`config.mk`:
```
export PLATFORM = sky130hd
export DESIGN_NAME = text_char_fetch
export DESIGN_NICKNAME = d
export VERILOG_FILES = /design/src/rtl/text_char_fetch.sv
export SDC_FILE = /design/constraint.sdc
export NUM_CORES = 1
export LEC_CHECK = 0
export CAP_MARGIN = 5
export CORE_UTILIZATION = 50
export CTS_BUF_LIST = sky130_fd_sc_hd__clkbuf_4
export DETAILED_ROUTE_END_ITERATION = 16
export DONT_BUFFER_PORTS = 1
export PLACE_DENSITY = 0.65
export SLEW_MARGIN = 30
export SYNTH_ARGS = -nofsm -noshare
export SYNTH_HDL_FRONTEND = slang
export SYNTH_SLANG_ARGS = --single-unit
```
`constraint.sdc`:
```
create_clock -name pixel_clk -period 11.1 [get_ports pixel_clk]
set_input_delay 0.555 -clock pixel_clk [delete_from_list [all_inputs] [get_ports pixel_clk]]
set_output_delay 0.555 -clock pixel_clk [all_outputs]
set_load 0.01 [all_outputs]
```
`src/rtl/text_char_fetch.sv`:
```
// Text-mode character fetch: maps pixel position to a VRAM word, reads the cell,
// applies cursor blink and delays position/sync so everything reaches the colour mapper aligned.
module text_char_fetch #(
  parameter int COLS         = 80,
  parameter int ROWS         = 30,
  parameter int READ_LATENCY = 2,
  parameter int BLINK_FRAMES = 30
) (
  input  logic        pixel_clk,
  input  logic        reset,
  input  logic [9:0]  DrawX,
  input  logic [9:0]  DrawY,
  input  logic        hsync,
  input  logic        vsync,
  input  logic        vde,
  output logic [10:0] vram_addr,
  output logic        vram_en,
  input  logic [31:0] vram_rdata,
  input  logic        cursor_en,
  input  logic [11:0] cursor_pos,
  output logic [15:0] char_o,
  output logic        is_inverted,
  output logic [9:0]  DrawX_o,
  output logic [9:0]  DrawY_o,
  output logic        hsync_o,
  output logic        vsync_o,
  output logic        vde_o,
  output logic        frame_tick
);

  localparam int              L       = 1 + READ_LATENCY;
  localparam logic [9:0]      VIS_W   = 10'(COLS * 8);
  localparam logic [9:0]      VIS_H   = 10'(ROWS * 16);
  localparam logic [11:0]     CELLS   = 12'(COLS * ROWS);
  localparam int              CNT_W   = (BLINK_FRAMES > 1) ? $clog2(BLINK_FRAMES) : 1;
  localparam logic [CNT_W-1:0] CNT_MAX = CNT_W'(BLINK_FRAMES - 1);

  typedef struct packed {
    logic       idx0;
    logic       hit;
    logic [9:0] x;
    logic [9:0] y;
    logic       hs;
    logic       vs;
    logic       de;
  } side_t;

  // Syncs are active-low, so their idle (reset) level is 1.
  localparam side_t SIDE_RST = side_t'({1'b0, 1'b0, 10'd0, 10'd0, 1'b1, 1'b1, 1'b0});

  typedef enum logic {BLINK_ON, BLINK_OFF} blink_state_t;

  blink_state_t      blink_state_reg, blink_state_next;
  logic [CNT_W-1:0]  frame_cnt_reg, frame_cnt_next;
  logic [11:0]       cursor_lat_reg;
  logic              vsync_prev_reg;
  logic              blink_on;

  logic [6:0]  col;
  logic [5:0]  row;
  logic [11:0] idx;
  logic        visible;
  logic        cursor_hit;
  side_t       side_in;
  side_t       side_out;
  logic [15:0] char_sel;

  assign col     = DrawX[9:3];
  assign row     = DrawY[9:4];
  assign idx     = 12'(int'(row) * COLS + int'(col));
  assign visible = (DrawX < VIS_W) && (DrawY < VIS_H);

  // Cursor compares against the frame-latched position so a mid-frame move cannot tear.
  assign cursor_hit = cursor_en && visible && (cursor_lat_reg < CELLS) && (idx == cursor_lat_reg);

  assign side_in = side_t'({idx[0], cursor_hit, DrawX, DrawY, hsync, vsync, vde});

  always_ff @(posedge pixel_clk or posedge reset) begin
    if (reset) begin
      vram_addr <= '0;
      vram_en   <= 1'b0;
    end else begin
      vram_en <= visible;
      if (visible) begin
        vram_addr <= idx[11:1];
      end
    end
  end

  genvar gi;
  generate
    for (gi = 0; gi < L; gi++) begin : g_side
      side_t stage_reg;
      side_t stage_d;
      if (gi == 0) begin : g_src
        assign stage_d = side_in;
      end else begin : g_src
        assign stage_d = g_side[gi-1].stage_reg;
      end
      always_ff @(posedge pixel_clk or posedge reset) begin
        if (reset) begin
          stage_reg <= SIDE_RST;
        end else begin
          stage_reg <= stage_d;
        end
      end
    end
  endgenerate

  assign side_out = g_side[L-1].stage_reg;
  assign char_sel = side_out.idx0 ? vram_rdata[31:16] : vram_rdata[15:0];

  always_ff @(posedge pixel_clk or posedge reset) begin
    if (reset) begin
      char_o      <= '0;
      is_inverted <= 1'b0;
      DrawX_o     <= '0;
      DrawY_o     <= '0;
      hsync_o     <= 1'b1;
      vsync_o     <= 1'b1;
      vde_o       <= 1'b0;
    end else begin
      if (side_out.de) begin
        char_o      <= char_sel;
        is_inverted <= char_sel[15] ^ (side_out.hit & blink_on);
      end else begin
        char_o      <= '0;
        is_inverted <= 1'b0;
      end
      DrawX_o <= side_out.x;
      DrawY_o <= side_out.y;
      hsync_o <= side_out.hs;
      vsync_o <= side_out.vs;
      vde_o   <= side_out.de;
    end
  end

  always_ff @(posedge pixel_clk or posedge reset) begin
    if (reset) begin
      vsync_prev_reg  <= 1'b1;
      frame_tick      <= 1'b0;
      cursor_lat_reg  <= '0;
      frame_cnt_reg   <= '0;
      blink_state_reg <= BLINK_ON;
    end else begin
      vsync_prev_reg  <= vsync;
      frame_tick      <= vsync_prev_reg & ~vsync;
      frame_cnt_reg   <= frame_cnt_next;
      blink_state_reg <= blink_state_next;
      if (frame_tick) begin
        cursor_lat_reg <= cursor_pos;
      end
    end
  end

  always_comb begin
    blink_state_next = blink_state_reg;
    frame_cnt_next   = frame_cnt_reg;
    if (frame_tick) begin
      if (frame_cnt_reg == CNT_MAX) begin
        frame_cnt_next   = '0;
        blink_state_next = (blink_state_reg == BLINK_ON) ? BLINK_OFF : BLINK_ON;
      end else begin
        frame_cnt_next = frame_cnt_reg + 1'b1;
      end
    end
  end

  assign blink_on = (blink_state_reg == BLINK_ON);

endmodule
```
; ---- After elaboration in Yosys (flattened, before gate mapping)
; Index checks and enable logic that the tools add are counted.
; W data, S select, Z words.
[classes]
addsub = 2
mul = 1
n_lt_le_gt_ge = 3
n_eq_ne = 2
muxes = 5
n_bitwise = 5
reduce_logical = 5
[op_table]
columns = op, count
row1 = $mux W16, 2
row2 = $add A12 B7 Y12, 1
row3 = $eq A12 B12 Y1, 1
row4 = $lt A12 B12 Y1 const B, 1
row5 = $lt A10 B10 Y1 const B, 1
row6 = $lt A10 B9 Y1 const B, 1
row7 = $mul A6 B3 Y8 const B, 1
row8 = $add A5 B1 Y5 const B, 1
row9 = $eq A5 B5 Y1 const B, 1
row10 = $mux W5, 1
row11 = $logic_and A1 B1 Y1, 4
row12 = $and A1 B1 Y1, 2
row13 = $mux W1, 2
row14 = $not A1 Y1, 2
row15 = $reduce_and A2 Y1, 1
row16 = $xor A1 B1 Y1, 1
[word_totals]
ff_bits = 146
inputBits = 70
output_inout_bits = 53
word_cells = 57

; ---- Longest topological paths before layout
[depth]
ltp_word = 5
depth_mapped = 8
ltp_nobuf = 8

; ---- Worst setup path before layout
; Ideal clock, no wire load.
[synth_path]
path_type = input to register
start = input DrawY[5]
end = register g_side[0].stage_reg[23] in the netlist's numbering
setup_time_ns = 0.130
t_arrival_ns = 2.503
required_time_ns = 10.970
setup_slack_ns = 8.467
path_stages = 8
path_buffers = 0
cell_sequence = ha_1 -> ha_1 -> fa_1 -> a21o_2 -> a21oi_1 -> xnor2_1 -> xnor3_1 -> nor4b_4
[synth_between]
elab_chain_cells = 5
word_cells_on_any_way = 8
classes_between = add/sub (1) / mul (1) / order compare (1) / eq/ne (1) / reduce/logical (4)
[synth_lines]
columns = element, line_no
row1 = "start, declared", 12  ; input logic [9:0] DrawY,
row2 = branches (longest 4 deep; another with $add A12 B7 Y12), -
row3 = $logic_and A1 B1 Y1 *, 74  ; assign cursor_hit = cursor_en && visible && (cursor_lat_reg < CELLS) && (idx == cursor_lat_reg);
row4 = named net cursor_hit, 63  ; logic cursor_hit;
row5 = "end signal, assigned", 104  ; stage_reg <= stage_d;
row6 = "end, declared", 93  ; side_t stage_reg;
; Mark *: on every way through the listed nets, which the timed path passes.
; A chain may end at the register's enable or synchronous reset.

; ---- Final worst setup path
; Same ends and word-level chain as after synthesis.

==> run metrics <==
path depth of the worst reg2reg path=3; shortest period the worst path allows=2240 ps; total track usage=0.165; number of clock buffers inserted by TritonCTS=17; DP HPWL=about 5.5 mm; largest cells by area after synthesis=sky130_fd_sc_hd__dfrtp_1 69%, sky130_fd_sc_hd__dfstp_2 4.3%, sky130_fd_sc_hd__mux2i_1 3.5%, sky130_fd_sc_hd__ha_1 3.3%, sky130_fd_sc_hd__mux2_2 2.7%; number of H-tree levels=4; Mapped Nets=399; async set-or-reset flop fraction in the synthesized netlist=1.00; Post-Synthesis Cells=roughly 310; residual overflow from global routing=0; number of nets at the end of the flow=between 400 and 500; total I/O pin count=roughly 120; hold_sp=vde; outcome=complete, no violations; busiest metal layer after global routing=met2; # Post-CTS Setup Buffers=0; number of detailed-route iterations in the first pass=3; Worst Tran Pin Value=slightly below 900 ps; CTS tree=built; biggest fanout along the worst timing path=5; met3 track demand over resource=0.0621; CTS sink count=roughly 140; max-slew violation total from the final report=0; critical path endpoint category=register; Fin Setup TNS=0 ps; Die Footprint=10300 µm²; cell accounting for the most synthesized area=sky130_fd_sc_hd__dfrtp_1; post-layout util=0.580; Layout Cells excl Fill=between 400 and 500; detailed-route wire length per cell=16.4 µm; post-cts repair resize count=0; post-detailed-route DRC marker count=0; number of flops mapped to enable cells by yosys=0; number of register bits inferred by synthesis=roughly 140; PortBufs=0; portion of synthesized cell area occupied by the leading cell type=0.685; RSZ-0062 raised after global routing=false; total detailed-routing wirelength=7.88 mm; worst r2r dst=is_inverted; Worst Setup Start Kind=input port; number of global-route vias before repair=2416; number of placed instances with taps included=between 400 and 500; power per standard cell area=between 150 and 200 nW/µm²; data arrival time at the worst-slack endpoint=2630 ps; Most used DFF post-synth=sky130_fd_sc_hd__dfrtp_1; CTS hold repair buffers=10; proportion of layout cells with a drive suffix above 1=0.168; cell row count=35; clock latency on the worst-skew pair=510 ps; WP data required=between 10000 and 15000 ps; number of DRC markers in iteration 0=between 50 and 60; number of antenna-violating nets in the routed design=0; fraction of the yosys area taken by sequential cells=0.728; mean instance size in the synthesized netlist=15.7 µm²; met1 GRT Util=0.208; first-pass GRT wire length=~12 mm; maximum clock path buffer count=2; Worst Setup EP=g_side[0].stage_reg[23]; worst clock skew=a little under 20 ps; Global Route met2 Usage=0.256; Clk pin slew, worst setup/hold paths=roughly 130 ps; Chip Width=just over 100 µm; core area=approximately 9400 µm²; effective utilization at floorplan=0.524; final hold violations=0; # diodes=0; worst supply voltage drop on vdd=roughly 0.000080 V; final cycle utilization of the critical path=0.202; count of maximum capacitance violations=0; worst reg2reg path startpoint=g_side[2].stage_reg[16]; classification of the worst-slack hold path=in2reg; area growth from synthesis to layout=10.7%; worst slew margin relative to its limit=0.418; synth unique cells=39; initial antenna violation count=0; FF-to-FF setup slack=approximately 9400 ps; worst setup path start=DrawY[5]; Die Height=around 100 µm; maximum number of pins on one net before global-route repair=83; Root Buffer=sky130_fd_sc_hd__clkbuf_4; number of flip-flops under the largest register name=71; routed vias/inst=roughly 5.0; Yosys warnings=0; worst hold slack across all endpoints=slightly above 60 ps; synthesized cell area=just under 5000 µm²; worst setup path category=in2reg; count of endpoints failing setup in the final report=0; Via Count=2412; standby leakage power=between 0.002 and 0.0025 µW; routability cong.=0.827; upper clock frequency limit=0.447 GHz
[layout by cell type, fill, tap and decap left out, types with 2 or more instances in the layout]
cell type,instances
sky130_fd_sc_hd__and2_1,2
sky130_fd_sc_hd__nand3_1,3
sky130_fd_sc_hd__inv_8,5
sky130_fd_sc_hd__xnor3_1,2
sky130_fd_sc_hd__nor2_1,2
sky130_fd_sc_hd__mux2_2,12
sky130_fd_sc_hd__clkbuf_4,17
sky130_fd_sc_hd__a21oi_1,6
sky130_fd_sc_hd__o21ai_0,9
sky130_fd_sc_hd__o22ai_1,2
sky130_fd_sc_hd__clkinvlp_4,2
sky130_fd_sc_hd__dlygate4sd3_1,10
sky130_fd_sc_hd__nand2_1,25
sky130_fd_sc_hd__nand2b_1,2
sky130_fd_sc_hd__dfrtp_1,135
sky130_fd_sc_hd__xnor2_1,15
sky130_fd_sc_hd__inv_1,7
sky130_fd_sc_hd__mux2i_1,17
sky130_fd_sc_hd__o2111ai_1,2
sky130_fd_sc_hd__nor2b_1,20
sky130_fd_sc_hd__clkinv_4,2
sky130_fd_sc_hd__nand4_1,3
sky130_fd_sc_hd__fa_1,2
sky130_fd_sc_hd__xor2_1,5
sky130_fd_sc_hd__dfstp_2,8
sky130_fd_sc_hd__ha_1,13
sky130_fd_sc_hd__inv_6,5
[worst min path at each step]
stage / end / cells past startpoint / slack [ps]
after global routing: g_side[0].stage_reg[4] / 0 / 2
after global placement: g_side[1].stage_reg[12] / 0 / 330
final: g_side[0].stage_reg[0] / 0 / 60
after CTS: g_side[0].stage_reg[4] / 0 / 9
after detailed placement: DrawY_o[9] / 0 / 330
after floorplan: DrawX_o[0] / 0 / 330
[cell type report]
class | instances | area (µm²)
multi-input cells | 157 | 1290
clock buffers | 17 | 128
repair buffers | 11 | 111
clock inverters | 15 | 145
fillers | 771 | 3960
inverters | 8 | 35.0
well taps | 129 | 161
flip-flops and latches | 143 | 3590
[routing by layer]
metal	vias up	wire length, µm	part of all wire
met5	-	0	0
met4	0	104	0.013
met3	9	579	0.074
met2	80	3890	0.49
met1	1225	3300	0.42
li1	1098	-	-
[cells in the mapped netlist, types with 2 or more instances]
cell type / number
sky130_fd_sc_hd__dfrtp_1: 135
sky130_fd_sc_hd__nand2_1: 25
sky130_fd_sc_hd__nor2b_1: 20
sky130_fd_sc_hd__mux2i_1: 17
sky130_fd_sc_hd__xnor2_1: 15
sky130_fd_sc_hd__ha_1: 13
sky130_fd_sc_hd__mux2_2: 12
sky130_fd_sc_hd__o21ai_0: 9
sky130_fd_sc_hd__dfstp_2: 8
sky130_fd_sc_hd__inv_1: 8
sky130_fd_sc_hd__a21oi_1: 6
sky130_fd_sc_hd__xor2_1: 5
sky130_fd_sc_hd__clkbuf_1: 3
sky130_fd_sc_hd__nand3_1: 3
sky130_fd_sc_hd__nand4_1: 3
sky130_fd_sc_hd__and2_1: 2
sky130_fd_sc_hd__buf_1: 2
sky130_fd_sc_hd__fa_1: 2
sky130_fd_sc_hd__nand2b_1: 2
sky130_fd_sc_hd__nor2_1: 2
sky130_fd_sc_hd__o2111ai_1: 2
sky130_fd_sc_hd__o22ai_1: 2
sky130_fd_sc_hd__xnor3_1: 2
[critical path, stage by stage]
cell	delay (ps)
sky130_fd_sc_hd__ha_1	280
sky130_fd_sc_hd__ha_1	230
sky130_fd_sc_hd__fa_1	430
sky130_fd_sc_hd__xor2_2	280
sky130_fd_sc_hd__nand3_2	140
sky130_fd_sc_hd__nor4_4	320
sky130_fd_sc_hd__xnor3_1	260
sky130_fd_sc_hd__nor4b_4	140
[cell families after synthesis]
family | share of synthesized area
xor+xnor | 0.0528
buf+inv | 0.0109
compound gates | 0.0292
mux | 0.0619
simple gates | 0.0764
fa+ha+maj | 0.0411
flops | 0.728
[stage by stage]
stage	setup WS, ps	cell area [µm²]	total power (µW)
after floorplan	6720	4930	690
after global placement	8380	5080	712
after detailed placement	8330	5080	717
after CTS	8910	5450	1030
after global routing	8800	5460	1070
final	8860	5460	1020
[where the power goes]
group          switching, µW  total (µW)  internal [µW]
Sequential              39.7         605            565
Combinational           51.4         103           51.9
Clock                    207         307            101
Power figures use the tool's default switching activity.
